==> src/rtl/corking_station.sv <==
// Corking station controller: moves bottles under the press, applies one cork per
// bottle and tracks the cork buffer that is refilled from the stock dispenser.
module corking_station #(
   parameter logic [7:0] LOW_MARK    = 8'd5,
   parameter int         CORK_CYCLES = 4
) (
   input  logic        clk,
   input  logic        reset,
   input  logic        bottle_present,
   input  logic        batch_valid,
   input  logic [7:0]  batch_qty,
   input  logic        stock_alert,
   output logic        req_refill,
   output logic        batch_ack,
   output logic        done,
   output logic [7:0]  line_count,
   output logic        conveyor_run,
   output logic        fault_no_cork,
   output logic        overflow,
   output logic [15:0] bottles_corked,
   output logic [2:0]  state
);

   localparam logic [2:0] IDLE     = 3'd0;
   localparam logic [2:0] POSITION = 3'd1;
   localparam logic [2:0] CORK     = 3'd2;
   localparam logic [2:0] RELEASE  = 3'd3;
   localparam logic [2:0] STARVED  = 3'd4;

   localparam logic [3:0] TIMER_LOAD = 4'(CORK_CYCLES - 1);

   logic [2:0] state_next;
   logic [3:0] timer;
   logic       cork_fire;
   logic       accept;
   logic [8:0] count_sum;

   // stock_alert is reported upstream only; it deliberately has no effect here.
   logic unused_stock_alert;
   assign unused_stock_alert = stock_alert;

   function automatic logic [8:0] count_update(input logic [7:0] cur,
                                               input logic [7:0] add,
                                               input logic       sub);
      return {1'b0, cur} + {1'b0, add} - {8'd0, sub};
   endfunction

   function automatic logic [7:0] clamp_count(input logic [8:0] v);
      return v[8] ? 8'hFF : v[7:0];
   endfunction

   assign cork_fire = (state == CORK) && (timer == 4'd0);
   assign accept    = batch_valid && (batch_qty != 8'd0);
   assign count_sum = count_update(line_count, accept ? batch_qty : 8'd0, cork_fire);

   always_ff @(posedge clk or posedge reset) begin
      if (reset) state <= IDLE;
      else       state <= state_next;
   end

   always_comb begin
      state_next = IDLE;
      case (state)
         IDLE: begin
            if (bottle_present && line_count != 8'd0)      state_next = POSITION;
            else if (bottle_present)                       state_next = STARVED;
            else                                           state_next = IDLE;
         end
         POSITION: state_next = CORK;
         CORK:     state_next = (timer == 4'd0) ? RELEASE : CORK;
         RELEASE:  state_next = bottle_present ? RELEASE : IDLE;
         STARVED:  state_next = (line_count != 8'd0) ? POSITION : STARVED;
         default:  state_next = IDLE;
      endcase
   end

   always_comb begin
      conveyor_run = 1'b1;
      case (state)
         POSITION, CORK, STARVED: conveyor_run = 1'b0;
         default:                 conveyor_run = 1'b1;
      endcase
   end

   always_ff @(posedge clk or posedge reset) begin
      if (reset) begin
         timer <= 4'd0;
      end else if (state == POSITION) begin
         timer <= TIMER_LOAD;
      end else if (state == CORK && timer != 4'd0) begin
         timer <= timer - 4'd1;
      end
   end

   // A batch and a cork completion in the same cycle are folded into one update.
   always_ff @(posedge clk or posedge reset) begin
      if (reset) begin
         line_count <= 8'd0;
         overflow   <= 1'b0;
      end else begin
         line_count <= clamp_count(count_sum);
         if (count_sum[8]) overflow <= 1'b1;
      end
   end

   always_ff @(posedge clk or posedge reset) begin
      if (reset) begin
         done           <= 1'b0;
         batch_ack      <= 1'b0;
         fault_no_cork  <= 1'b0;
         bottles_corked <= 16'd0;
      end else begin
         done          <= cork_fire;
         batch_ack     <= accept;
         fault_no_cork <= (state_next == STARVED);
         if (cork_fire) bottles_corked <= bottles_corked + 16'd1;
      end
   end

   assign req_refill = (line_count <= LOW_MARK);

endmodule
==> config.mk <==
export PLATFORM = sky130hd
export DESIGN_NAME = corking_station
export DESIGN_NICKNAME = d
export VERILOG_FILES = /design/src/rtl/corking_station.sv
export SDC_FILE = /design/constraint.sdc
export NUM_CORES = 1
export LEC_CHECK = 0
export ABC_AREA = 1
export BUFFER_PORTS_ARGS = -buffer_cell sky130_fd_sc_hd__buf_2
export CORE_MARGIN = 1
export CORE_UTILIZATION = 45
export CTS_CLUSTER_DIAMETER = 200
export DETAILED_ROUTE_END_ITERATION = 16
export GPL_TIMING_DRIVEN = 0
export PLACE_DENSITY = 0.63
export SETUP_SLACK_MARGIN = 0.02
export SLEW_MARGIN = 0
export SYNTH_ARGS = -nofsm -noshare
export SYNTH_HDL_FRONTEND = slang
export SYNTH_SLANG_ARGS = --single-unit
==> constraint.sdc <==
create_clock -name clk -period 3.3 [get_ports clk]
set_input_delay 0.66 -clock clk [delete_from_list [all_inputs] [get_ports clk]]
set_output_delay 0.66 -clock clk [all_outputs]
set_load 0.01 [all_outputs]
Word-level counts from Yosys, hierarchy flattened
Index checks and enable logic that the tools add are counted.
{ "totals": {"elab_cells": 40, "regBits": 35, "input_bits": 13, "out_inout_bits": 33} }
{ "op_classes": {"reduce_logical": 11, "n_lt_le_gt_ge": 1, "muxes": 11, "n_addsub": 4, "n_eq_ne": 5} }
{ "op_table": {"columns": ["operator", "n"], "rows": [
  ["16-bit by 1-bit adder with 16-bit output (second input constant)", 1],
  ["8-bit 2-to-1 mux", 2],
  ["8-bit nonzero test", 2],
  ["3-bit one-hot mux with 5 select lines", 1],
  ["8-bit by 8-bit adder with 9-bit output", 1],
  ["3-bit 2-to-1 mux", 3],
  ["9-bit by 1-bit subtractor with 9-bit output", 1],
  ["8-bit by 3-bit <= comparator with 1-bit output (second input constant)", 1],
  ["4-bit 2-to-1 mux", 2],
  ["3-bit by 2-bit == test with 1-bit output (second input constant)", 2],
  ["3-bit == test (second input constant)", 2],
  ["1-bit logical AND", 4],
  ["4-bit zero test", 1],
  ["4-bit nonzero test", 1],
  ["4-bit by 1-bit subtractor with 4-bit output (second input constant)", 1],
  ["3-bit by 1-bit == test with 1-bit output (second input constant)", 1],
  ["3-bit zero test", 1],
  ["3-bit OR reduction", 1],
  ["1-bit 2-to-1 mux", 2],
  ["2-bit 2-to-1 mux", 1],
  ["2-bit nonzero test", 1]
]} }

Longest topological paths before layout
{ "depth": {"word_depth": 6, "ltp_mapped": 16, "depth_no_buf": 15} }

Least setup slack after synthesis
Ideal clock, no wire load.
{ "synth_timing": {"kind": "input -> register", "start": "in batch_qty[4]", "end": "reg line_count[2]", "path_stages": 13, "t_required_ns": 3.170, "path_slack_ns": 0.599, "setup_time_ns": 0.130, "arrival_time_ns": 2.571, "n_path_buf": 0, "cell_sequence": "nor4_1 > nand2_1 > nand3_1 > ha_1 > inv_1 > ha_1 > fa_1 > nand3_1 > nand3_1 > nand2_1 > nand3b_1 > nand2_2 > o21ai_0"} }
{ "synth_via": {"elab_chain_cells": 6} }
{ "synth_lines": {"columns": ["item", "line", "rtl"], "rows": [
  ["start, declared", "11", "input logic [7:0] batch_qty,"],
  ["8-bit nonzero test", "53", "assign accept = batch_valid && (batch_qty != 8'd0);"],
  ["1-bit logical AND", "53", null],
  ["8-bit 2-to-1 mux (*)", "54", "assign count_sum = count_update(line_count, accept ? batch_qty : 8'd0, cork_fire);"],
  ["8-bit by 8-bit adder with 9-bit output (*)", "45", "return {1'b0, cur} + {1'b0, add} - {8'd0, sub};"],
  ["9-bit by 1-bit subtractor with 9-bit output (*)", "45", null],
  ["8-bit 2-to-1 mux (*)", "49", "return v[8] ? 8'hFF : v[7:0];"],
  ["end signal, assigned", "101", "line_count <= clamp_count(count_sum);"],
  ["end, declared", "16", "output logic [7:0] line_count,"]
]} }
Mark *: on every way between the ends. The rest lies on a longest branch, timed or not.
A chain may end at the register's enable or synchronous reset.

Worst setup path after layout
Same ends and word-level chain as after synthesis.

==> run_results.csv <==
group,metric,value,unit
setup_path,cp_max_fo,9,
clocking,root_buffer,"clkbuf_8",
clocking,postCtsHoldBufs,0,
clocking,cts.htree.levels,2,
route,dr.first_iter.drc_count,101,
pwr,p_int,1.14,mW
sta,fmax,342,MHz
pwr,swShare,44.3,%
floorplan,io_pins,46,
global_route,grt_pass1_wl,7640,um
pwr,p_sw,0.905,mW
sta,finalHoldViolations,0,
clocking,ctsResizeCount,0,
sta,period_needed,2.92,ns
setup_path,end_kind,"flop",
pwr,cellPowerDensity,743,mW/mm^2
route,wl_per_cell,11.0,um
sta,fin_worst_skew,0.00634,ns
cells_and_area,syn2layout_area_growth,18.4,%
pwr,ir_drop,0.446,mV
route,drc_errors,0,
sta,finalSetupViolations,0,
setup_path,cp.required,3.47,ns
synthesis,yosysSeqAreaShare,37.7,%
synthesis,yosys_most_used_dff,"dfrtp_1",
synthesis,syn_nets,346,
synthesis,yosys_warnings,0,
sta,rsz0062_at_grt,"no",
pwr,p_leak,1.55,nW
clocking,cts_tree,"yes",
synthesis,synth_edf_count,0,
synthesis,synth_cells,313,
floorplan,core-area,0.00485,sq mm
synthesis,synth_area,0.00232,sq mm
job,maxCapViolations,0,
cells_and_area,nets,397,
route,vias,2005,
clocking,cts_buffers,5,
clocking,cts.sinks,35,
route,totalWireLength,4750,um
pwr,seq_power_share,29.6,%
setup_path,arrival,3.09,ns
synthesis,synth_cell_types,28,
clocking,clk_pin_slew,0.07,ns
route,firstDrtPassIters,4,
floorplan,die_w,73.9,um
hold_path,hold_path.class,"input port to async pin",
floorplan,die_area,0.00546,sq mm
setup_path,start_kind,"input port",
cells_and_area,fin_cells,432,
place,routabilityCongestion,0.828,
route,antenna_left,0,
synthesis,synth_seq_cells,35,
place,portBuffers,43,
global_route,antenna_found_initial,0,
sta,period_share,88.5,%
global_route,grt_pass1_vias,1772,
run_status,status,"complete, no violations",
sta,maxSlewViolCount,0,
cells_and_area,antenna_cells,0,
global_route,grt_use_total,18.9,%
sta,relSlewSlack,58.2,%
synthesis,syn_area_per_cell,7.43,sq um
clocking,clock_latency,0.29,ns
clocking,postCtsSetupBuffers,0,
synthesis,async_flop_share,100,%
route,viasPerCell,4.64,
clocking,cts_buffer_depth,2,
cells_and_area,drive_above_1_share,17.3,%
place,placed_cells,424,
pwr,pwr-share-clk,17.0,%
setup_path,worstSetupPathType,"input port to flop",
pwr,combPwrFrac,53.4,%
floorplan,rows,25,
place,detailed_place_hpwl,3800,um
global_route,overflow,0,
global_route,grt_max_degree,24,
sta,setup_tns,0,ns
sta,tightestPinTransition,0.627,ns
floorplan,die_h,73.9,um
floorplan,start_util,47.9,%
[cells by family (layout without fill, tap and decap cells)]
| logic type | count (synthesis) | in the layout | synth area share, % |
|---|---|---|---|
| AO/OA/AOI/OAI | 17 | 17 | 4.09 |
| XOR/XNOR | 13 | 13 | 4.90 |
| adder cells (fa/ha/maj) | 20 | 20 | 11.1 |
| buffers and inverters | 68 | 120 | 11.3 |
| flip-flops | 35 | 35 | 37.7 |
| AND/OR/NAND/NOR | 160 | 160 | 30.9 |
[sequential cells by signal (all words and copies together) (netlist names)]
signal          flops
batch_ack           1
line_count          8
timer               4
fault_no_cork       1
done                1
state               3
bottles_corked     16
overflow            1
[worst max-delay path, cell delays in order]
cell      delay (ns)
buf_2           0.11
nor4_1          0.40
nand2_1         0.29
nand3_1         0.14
ha_1            0.13
inv_1           0.04
ha_1            0.20
fa_1            0.43
nand3_1         0.11
nand3_1         0.10
nand2_1         0.10
nand3b_1        0.08
nand2_2         0.17
o21ai_0         0.11
[final timing paths]
kind / start / endpoint / slack, ns / cells after the start
max: batch_qty[4] / line_count[2]$_DFF_PP0_ / 0.38 / 14
min: reset / line_count[6]$_DFF_PP0_ / 0.44 / 2
max reg2reg: timer[0]$_DFFE_PP0P_ / line_count[2]$_DFF_PP0_ / 0.47 / 15
min reg2reg: overflow$_DFFE_PP0P_ / overflow$_DFFE_PP0P_ / 0.47 / 2
max in group asynchronous: reset / bottles_corked[14]$_DFFE_PP0P_ / 2.33 / 3
min in group clk: overflow$_DFFE_PP0P_ / overflow$_DFFE_PP0P_ / 0.47 / 2
[layout by cell type, fill, tap and decap left out, drive strengths merged]
cell     n
nand3   26
buf     45
o211ai   1
clkbuf   9
nor3     4
nand2   96
nor3b    1
dfrtp   35
xor2     8
xnor2    5
fa       1
nor4     2
a211oi   1
nor2    23
a21boi   1
nand3b   3
nand4    5
o21a     1
o21ai   11
ha      19
inv     66
a21oi    2
[per-stage QoR]
| stage | area [sq um] | setup WS [ns] | hold WS (ns) | power (mW) | utilization [%] |
|---|---|---|---|---|---|
| floorplan | 2320 | 0.599 | 0.470 | 1.44 | - |
| global route | 2750 | 0.149 | 0.478 | 2.27 | 56.7 |
| global placement | 2620 | 0.0756 | 0.442 | 1.68 | 54.1 |
| CTS | 2750 | 0.335 | 0.450 | 2.07 | 56.7 |
| detailed placement | 2650 | 0.0238 | 0.452 | 1.71 | 54.7 |
| finish | 2750 | 0.379 | 0.441 | 2.05 | 56.7 |
[synth_stat cells, types with 3 or more instances]
master	instances	share of area, %
dfrtp_1	35	38
ha_1	19	10
inv_1	65	10
nand2_1	93	15
nand2_2	3	0.81
nand3_1	25	5.4
nand3b_1	3	0.97
nand4_1	5	1.3
nor2_1	19	3.1
nor3_1	3	0.65
o21ai_0	11	2.4
xnor2_1	5	1.9
xor2_1	8	3.0
[area by class of cell]
cell class              count  area (sq um)
fillers                   477          2100
multi-input cells         210          1190
flip-flops and latches     35           876
inverters                  66           248
repair buffers             44           243
clock buffers               8           100
well taps                  67          83.8
plain buffers               2          15.0
[power groups by stage]
stage                     Clock, mW  Sequential, mW  Combinational [mW]
after floorplan                   0           0.634               0.808
after global placement            0           0.612                1.07
after detailed placement          0           0.613                1.10
after CTS                     0.359           0.604                1.11
after global routing          0.377           0.617                1.28
final                         0.349           0.605                1.09
[per-layer routing]
metal	routed length, um	vias up	global-route usage (%)
li1	-	1068	-
met4	87	0	8.33
met5	0	-	0
met1	2240	900	22.7
met3	135	8	4.25
met2	2280	29	32.0
Power figures use the tool's default switching activity.
